[src/rtl/div_sequencer.sv]
// Multi-cycle 32-bit restoring divider for DIV/DIVU/REM/REMU with kill and special-case flags.
// Define DIV_EARLY_OUT_EN to finish b==0 and signed-overflow operations in one cycle.
module div_sequencer (
  input  logic        clk,
  input  logic        rst,
  input  logic        start,
  input  logic [1:0]  op,
  input  logic [31:0] a,
  input  logic [31:0] b,
  input  logic        kill,
  output logic        busy,
  output logic        done,
  output logic [31:0] result,
  output logic        zero_division,
  output logic        overflow_signed_div
);

`ifdef DIV_EARLY_OUT_EN
  localparam bit EarlyOut = 1'b1;
`else
  localparam bit EarlyOut = 1'b0;
`endif

  typedef enum logic [1:0] {IDLE, CALC, FIX, DONE} state_t;

  state_t      state_q;
  logic        op_rem_q, sign_a_q, sign_b_q, zdiv_q, ovf_q;
  logic [31:0] div_q, rem_q, quot_q;
  logic [5:0]  cnt_q;

  logic        is_signed, a_neg, b_neg, new_zdiv, new_ovf;
  logic [31:0] a_mag, b_mag, early_res, rem_d, quot_d, q_fix, r_fix, fix_res;
  logic [32:0] shifted, diff;

  always_comb begin
    is_signed = ~op[0];
    a_neg     = is_signed & a[31];
    b_neg     = is_signed & b[31];
    a_mag     = a_neg ? -a : a;
    b_mag     = b_neg ? -b : b;
    new_zdiv  = (b == 32'h0000_0000);
    new_ovf   = is_signed && (a == 32'h8000_0000) && (b == 32'hFFFF_FFFF);
    early_res = op[1] ? (new_zdiv ? a : 32'h0000_0000)
                      : (new_zdiv ? 32'hFFFF_FFFF : 32'h8000_0000);

    // One restoring step: the dividend streams out of quot_q into rem_q.
    shifted = {rem_q, quot_q[31]};
    diff    = shifted - {1'b0, div_q};
    if (!diff[32]) begin
      rem_d  = diff[31:0];
      quot_d = {quot_q[30:0], 1'b1};
    end else begin
      rem_d  = shifted[31:0];
      quot_d = {quot_q[30:0], 1'b0};
    end

    // NOTE: every signal here is assigned on all paths before any override, so no latch is inferred.
    q_fix = (sign_a_q ^ sign_b_q) ? -quot_q : quot_q;
    if (zdiv_q) q_fix = 32'hFFFF_FFFF;
    r_fix   = sign_a_q ? -rem_q : rem_q;
    fix_res = op_rem_q ? r_fix : q_fix;
  end

  // NOTE: non-blocking assignments throughout so every register samples pre-edge values.
  always_ff @(posedge clk) begin
    if (rst) begin
      state_q             <= IDLE;
      cnt_q               <= 6'd0;
      busy                <= 1'b0;
      done                <= 1'b0;
      result              <= 32'h0000_0000;
      zero_division       <= 1'b0;
      overflow_signed_div <= 1'b0;
    end else if (kill) begin
      state_q <= IDLE;
      busy    <= 1'b0;
      done    <= 1'b0;
    end else begin
      case (state_q)
        IDLE, DONE: begin
          state_q <= IDLE;
          busy    <= 1'b0;
          done    <= 1'b0;
          if (start) begin
            // NOTE: datapath registers are not reset; they are always loaded here before use.
            op_rem_q <= op[1];
            sign_a_q <= a_neg;
            sign_b_q <= b_neg;
            zdiv_q   <= new_zdiv;
            ovf_q    <= new_ovf;
            div_q    <= b_mag;
            quot_q   <= a_mag;
            rem_q    <= 32'h0000_0000;
            cnt_q    <= 6'd0;
            if (EarlyOut && (new_zdiv || new_ovf)) begin
              state_q             <= DONE;
              done                <= 1'b1;
              result              <= early_res;
              zero_division       <= new_zdiv;
              overflow_signed_div <= new_ovf;
            end else begin
              state_q <= CALC;
              busy    <= 1'b1;
            end
          end
        end
        CALC: begin
          rem_q  <= rem_d;
          quot_q <= quot_d;
          cnt_q  <= cnt_q + 6'd1;
          if (cnt_q == 6'd31) state_q <= FIX;
        end
        FIX: begin
          state_q             <= DONE;
          busy                <= 1'b0;
          done                <= 1'b1;
          result              <= fix_res;
          zero_division       <= zdiv_q;
          overflow_signed_div <= ovf_q;
        end
        default: state_q <= IDLE;
      endcase
    end
  end

endmodule

[config.mk]
export PLATFORM = sky130hd
export DESIGN_NAME = div_sequencer
export DESIGN_NICKNAME = d
export VERILOG_FILES = /design/src/rtl/div_sequencer.sv
export SDC_FILE = /design/constraint.sdc
export NUM_CORES = 1
export LEC_CHECK = 0
export ABC_AREA = 1
export BUFFER_PORTS_ARGS = -buffer_cell sky130_fd_sc_hd__buf_2
export CORE_ASPECT_RATIO = 1.5
export CORE_MARGIN = 4
export CORE_UTILIZATION = 54
export CTS_BUF_LIST = sky130_fd_sc_hd__clkbuf_4 sky130_fd_sc_hd__clkbuf_8 sky130_fd_sc_hd__clkbuf_16
export DETAILED_ROUTE_END_ITERATION = 16
export PLACE_DENSITY = 0.71
export SLEW_MARGIN = 5
export SYNTH_ARGS = -nofsm -noshare
export SYNTH_HDL_FRONTEND = slang
export SYNTH_SLANG_ARGS = --single-unit
[constraint.sdc]
create_clock -name clk -period 12.15 [get_ports clk]
set_input_delay 1.215 -clock clk [delete_from_list [all_inputs] [get_ports clk]]
set_output_delay 1.215 -clock clk [all_outputs]
set_load 0.02 [all_outputs]
* Word level (Yosys, flattened, before mapping)
Index checks and enable logic that the tools add are counted.
** Storage, ports and cells
- Memories :: 0
- Bits in registers :: 145
- Word-level logic and storage cells :: 67
- Memory bits (writable) :: 0
- Output and inout bits :: 36
- Input bits :: 70
- Latch bits :: 0
- Memory bits (read-only) :: 0
** Cells by class
- Reduce and logical (&&, ||, !) cells :: 12
- Order comparisons :: 0
- Multiplexer cells :: 20
- Shifts and indexed selects :: 0
- $mul :: 0
- Add/subtract/negate cells :: 6
- Div/mod/pow operators :: 0
- Equality and inequality tests :: 8
- Bitwise operators :: 6
** Operators with widths (count)
- two-way mux 32 bit :: 9
- negation 32 bit :: 4
- one-hot mux 32 bit (2 select lines) :: 2
- equality test 32 bit, second input constant :: 2
- subtractor 33 x 32 -> 33 bit :: 1
- logical NOT 32 bit :: 1
- one-hot mux 6 bit (2 select lines) :: 1
- AND reduction 4 bit :: 2
- adder 6 x 1 -> 6 bit, second input constant :: 1
- equality test 6 x 5 -> 1 bit, second input constant :: 1
- two-way mux 6 bit :: 1
- one-hot mux 2 bit (3 select lines) :: 1
- equality test 2 bit, second input constant :: 2
- inequality test 2 bit, second input constant :: 2
- one-hot mux 1 bit (2 select lines) :: 2
- nonzero test 2 bit :: 2
- OR reduction 2 bit :: 2
- two-way mux 1 bit :: 3
- inverter 1 bit :: 3
- AND reduction 3 bit :: 1
- bitwise AND 1 bit :: 2
- equality test 2 x 1 -> 1 bit, second input constant :: 1
- logical AND 1 bit :: 2
- logical NOT 2 bit :: 1
- other kinds (3) :: 3

* Depth between registers and ports, before layout
- Depth in word-level cells :: 5
- Mapped depth :: 17
- Mapped depth without buffers :: 16

* Worst setup path after synthesis
Ideal clock, no wire load.
- Kind :: input to register
- Start :: input port start
- End :: register quot_q[0] (enable)
- Data required time :: 11.662 ns
- Library setup time :: 0.488 ns
- Cell stages on the path :: 4
- Data arrival time :: 4.217 ns
- Slack :: 7.445 ns
- Cell sequence :: nand2_1 o21ai_0 nand2_1 nor2_1
** On the way
- Longest elaborated chain between the ends :: 2
** RTL lines
- start: declaration :: RTL line 6 : input logic start,
- inequality test 2 bit (no source line)
- AND reduction 4 bit (no source line)
- end signal: assignment :: RTL line 92 : quot_q <= a_mag;
- end signal: assignment :: RTL line 109 : quot_q <= quot_d;
- end: declaration :: RTL line 28 : logic [31:0] div_q, rem_q, quot_q;
No other way between the ends.
A chain may end at the register's enable or synchronous reset.

* Worst setup path after layout
- Start :: register sign_a_q
- End :: register result[28]
** On the way
- Longest elaborated chain between the ends :: 4
- Elaborated cells between the ends (all ways) :: 5
- Classes of those cells :: 4 x mux; 1 x bitwise
** RTL lines
- start: declaration :: RTL line 27 : logic op_rem_q, sign_a_q, sign_b_q, zdiv_q, ovf_q;
- start signal: assignment :: RTL line 87 : sign_a_q <= a_neg;
- bitwise XOR 1 bit :: RTL line 58 : q_fix = (sign_a_q ^ sign_b_q) ? -quot_q : quot_q;
- two-way mux 32 bit :: RTL line 58
- two-way mux 32 bit :: RTL line 59 : if (zdiv_q) q_fix = 32'hFFFF_FFFF;
- two-way mux 32 bit * :: RTL line 61 : fix_res = op_rem_q ? r_fix : q_fix;
- end signal: assignment :: RTL line 98 : result <= early_res;
- end signal: assignment :: RTL line 117 : result <= fix_res;
- end: declaration :: RTL line 13 : output logic [31:0] result,
Mark *: on every way between the ends. The rest lies on a longest branch, timed or not.

==> flow_metrics.tcl <==
set metrics [dict create \
    path_delay_family "flip-flops" \
    initial_utilization 0.5499 \
    cp.arrival_ns 3.71 \
    finalMaxSlewViolations 0 \
    rsz0062_at_grt "false" \
    clock_latency_ns 0.43 \
    postSynthCellCount 1953 \
    synthAdderAreaFrac 0.04330 \
    area_growth_pct 10.69 \
    fin_skew_ns 0.009523 \
    crit_buf_inv 2 \
    max-cap-violations 0 \
    grt_pass1_wl_um 62060 \
    synth-async-reset-ratio 0 \
    setup_tns_ns 0 \
    hold_path_class "flop to flop" \
    grt_max_degree 66 \
    vias 12700 \
    io_pins 106 \
    die_area_um2 25320 \
    post_drt_wl_per_cell_um 16.82 \
    antenna_found_initial 0 \
    clk_pin_slew_ns 0.07 \
    synth_top_family_by_area "simple AND/OR/NAND/NOR gates" \
    hold_viol 0 \
    layout_common_cells "nand2_1 (562), inv_1 (303), nor2_1 (254)" \
    p_per_area_nw_per_um2 97.27 \
    synth.distinct_cells 45 \
    cts.hold.buffers_added 0 \
    drtPass1Iterations 7 \
    grt.total_usage 0.3112 \
    grt_pass1_vias 12290 \
    gp_congestion 0.9701 \
    ys_seq_area_frac 0.3180 \
    yosysWarnings 0 \
    cts_buffers 17 \
    syn_nets 2065 \
    mostFrequentLayoutCell "nand2_1" \
    drtAntennaViolNets 0 \
    totalWireLength_um 39190 \
    synth_xor_area_frac 0.03273 \
    synth_edf_count 101 \
    slew_headroom 0.2328 \
    cpPeakStageDelay_ns 1.04 \
    place_hpwl_um 31980 \
    synth_area_leaders "edfxtp_1 (25%), nand2_1 (17%), inv_1 (9.2%), nand3_1 (8.6%), nor2_1 (7.8%)" \
    syn_area_per_cell_um2 6.303 \
    yosys_register_bits 145 \
    required_ns 12.44 \
    period_share 0.2821 \
    root_buffer "clkbuf_16" \
    cp_max_fo 34 \
    cts_buffer_depth 2 \
    ir_worst_vdd_mv 0.09600 \
    drive_gt1_frac 0.09883 \
    antenna_cells 0 \
    finalPower_mw 1.325 \
    finalNetCount 2153 \
    synthFlopType "edfxtp_1" \
    cts_setup_buffers 0 \
    end_kind "flop" \
    drtIter0Drc 947 \
    crit_top_cell "nand2_1" \
    cts_tree "built" \
    period_needed_ns 3.428 \
    grt_overflow 0 \
    syn_area_um2 12310 \
    io_buffers 105 \
    fp.coreArea_um2 22380 \
    synth_top_cell_by_area "edfxtp_1" \
    holdWs_ns 0.4653 \
    viasPerCell 5.450 \
    fp.dieW_um 131.3 \
    yosys.area.top_type_share 0.2464 \
    p_leak_nw 6.779 \
    status "finished, final reports clean" \
    crit_path_cell_trace "inv_2 -> nand2_1 -> nand2_1 -> inv_2 -> o21ai_0 -> nand3_1 -> nand2_1 -> o21ai_0 -> a21oi_1" \
    worst_slew_pin_slew_ns 1.148 \
    htreeDepth 4 \
    synthMuxAreaShare 0 \
    fp-row-count 67 \
    cpMaxStageDelayCell "edfxtp_1" \
    die_h_um 192.9 \
    synth-simple-area-share 0.3926 \
    ctsResizeCount 0 \
    timing.fmax_mhz 291.7 \
    cts.sink_count 145 \
    crit_path_start_kind "flop" \
    synth_compound_area_frac 0.1012 \
    setup_viol 0 \
    path_class "flop to flop" \
    route.detailed.drc 0 \
]
logic make-up (layout without fill, tap and decap cells):
| family | after synthesis | count (layout) |
|---|---|---|
| flops | 145 | 145 |
| compound gates | 233 | 233 |
| xor+xnor | 46 | 46 |
| buf+inv | 355 | 456 |
| fa+ha+maj | 42 | 42 |
| simple gates | 1132 | 1132 |
routing by layer:
layer	routed length, um	part of all wire	track usage	vias to the layer above
met3	1477	0.038	0.03860	114
met1	14130	0.36	0.3094	5779
met5	0	0	0	-
met4	2783	0.071	0.2074	0
li1	-	-	-	6428
met2	20800	0.53	0.6056	378
worst register-to-register path: stages (launching register included):
cell and delay [ns]:
edfxtp_1 1.04, inv_2 0.18, nand2_1 0.12, nand2_1 0.30, inv_2 0.52, o21ai_0 0.24, nand3_1 0.13, nand2_1 0.05
o21ai_0 0.57, a21oi_1 0.13
Yosys cell counts (3+ instances only):
cell	instances
nand2_1	562
inv_1	303
nor2_1	257
nand3_1	211
o21ai_0	112
edfxtp_1	101
a21oi_1	86
dfxtp_1	44
ha_1	41
xor2_1	36
clkbuf_1	28
nor3_1	24
nand4_1	19
nor2_2	17
xnor2_1	10
a31oi_1	9
nand2_2	9
inv_2	7
nor4_1	7
nand2_4	6
or2_2	6
buf_1	5
buf_2	5
o211ai_1	5
o21bai_1	5
o31ai_1	5
nor2_4	4
buf_6	3
nand3b_1	3
o21ai_1	3
cell type report:
class / instances / area, um2
clock buffers: 17 / 425.4
clock inverters: 15 / 157.7
fillers: 2265 / 8757
inverters: 312 / 1171
multi-input cells: 1453 / 7034
flip-flops and latches: 145 / 3914
well taps: 276 / 345.3
repair buffers: 112 / 578.1
path summary, 6_finish.rpt:
path,from,end,slack [ns],cells after the start
worst max-delay path,sign_a_q,result[28],8.72,9
worst min-delay path,result[18],result[18],0.47,2
worst max register to register,sign_a_q,result[28],8.72,9
worst min register to register,result[18],result[18],0.47,2
stage by stage:
step | util | area, um2 | setup WS, ns | std cells
4_1_cts | 0.6088 | 13630 | 8.895 | 2330
3_5_place_dp | 0.5827 | 13040 | 8.540 | 2298
2_1_floorplan | - | 12310 | 7.445 | 1953
6_report | 0.6088 | 13630 | 8.722 | 2330
3_3_place_gp | 0.5827 | 13040 | 8.588 | 2298
5_1_grt | 0.6088 | 13630 | 8.541 | 2330
report_power, final:
group | total, mW | switching, mW | internal, mW
sequential | 0.565 | 0.0165 | 0.549
clock | 0.521 | 0.218 | 0.304
combinational | 0.239 | 0.161 | 0.0772
total | 1.33 | 0.396 | 0.930
registers in the layout, summed over array words and instances (netlist names):
register	cells
zero_division	1
result	32
overflow_signed_div	1
zdiv_q	1
sign_b_q	1
quot_q	32
op_rem_q	1
sign_a_q	1
div_q	32
ovf_q	1
state_q	2
rem_q	32
busy	1
done	1
cnt_q	6
No activity file was read; power rests on OpenSTA's default activity.
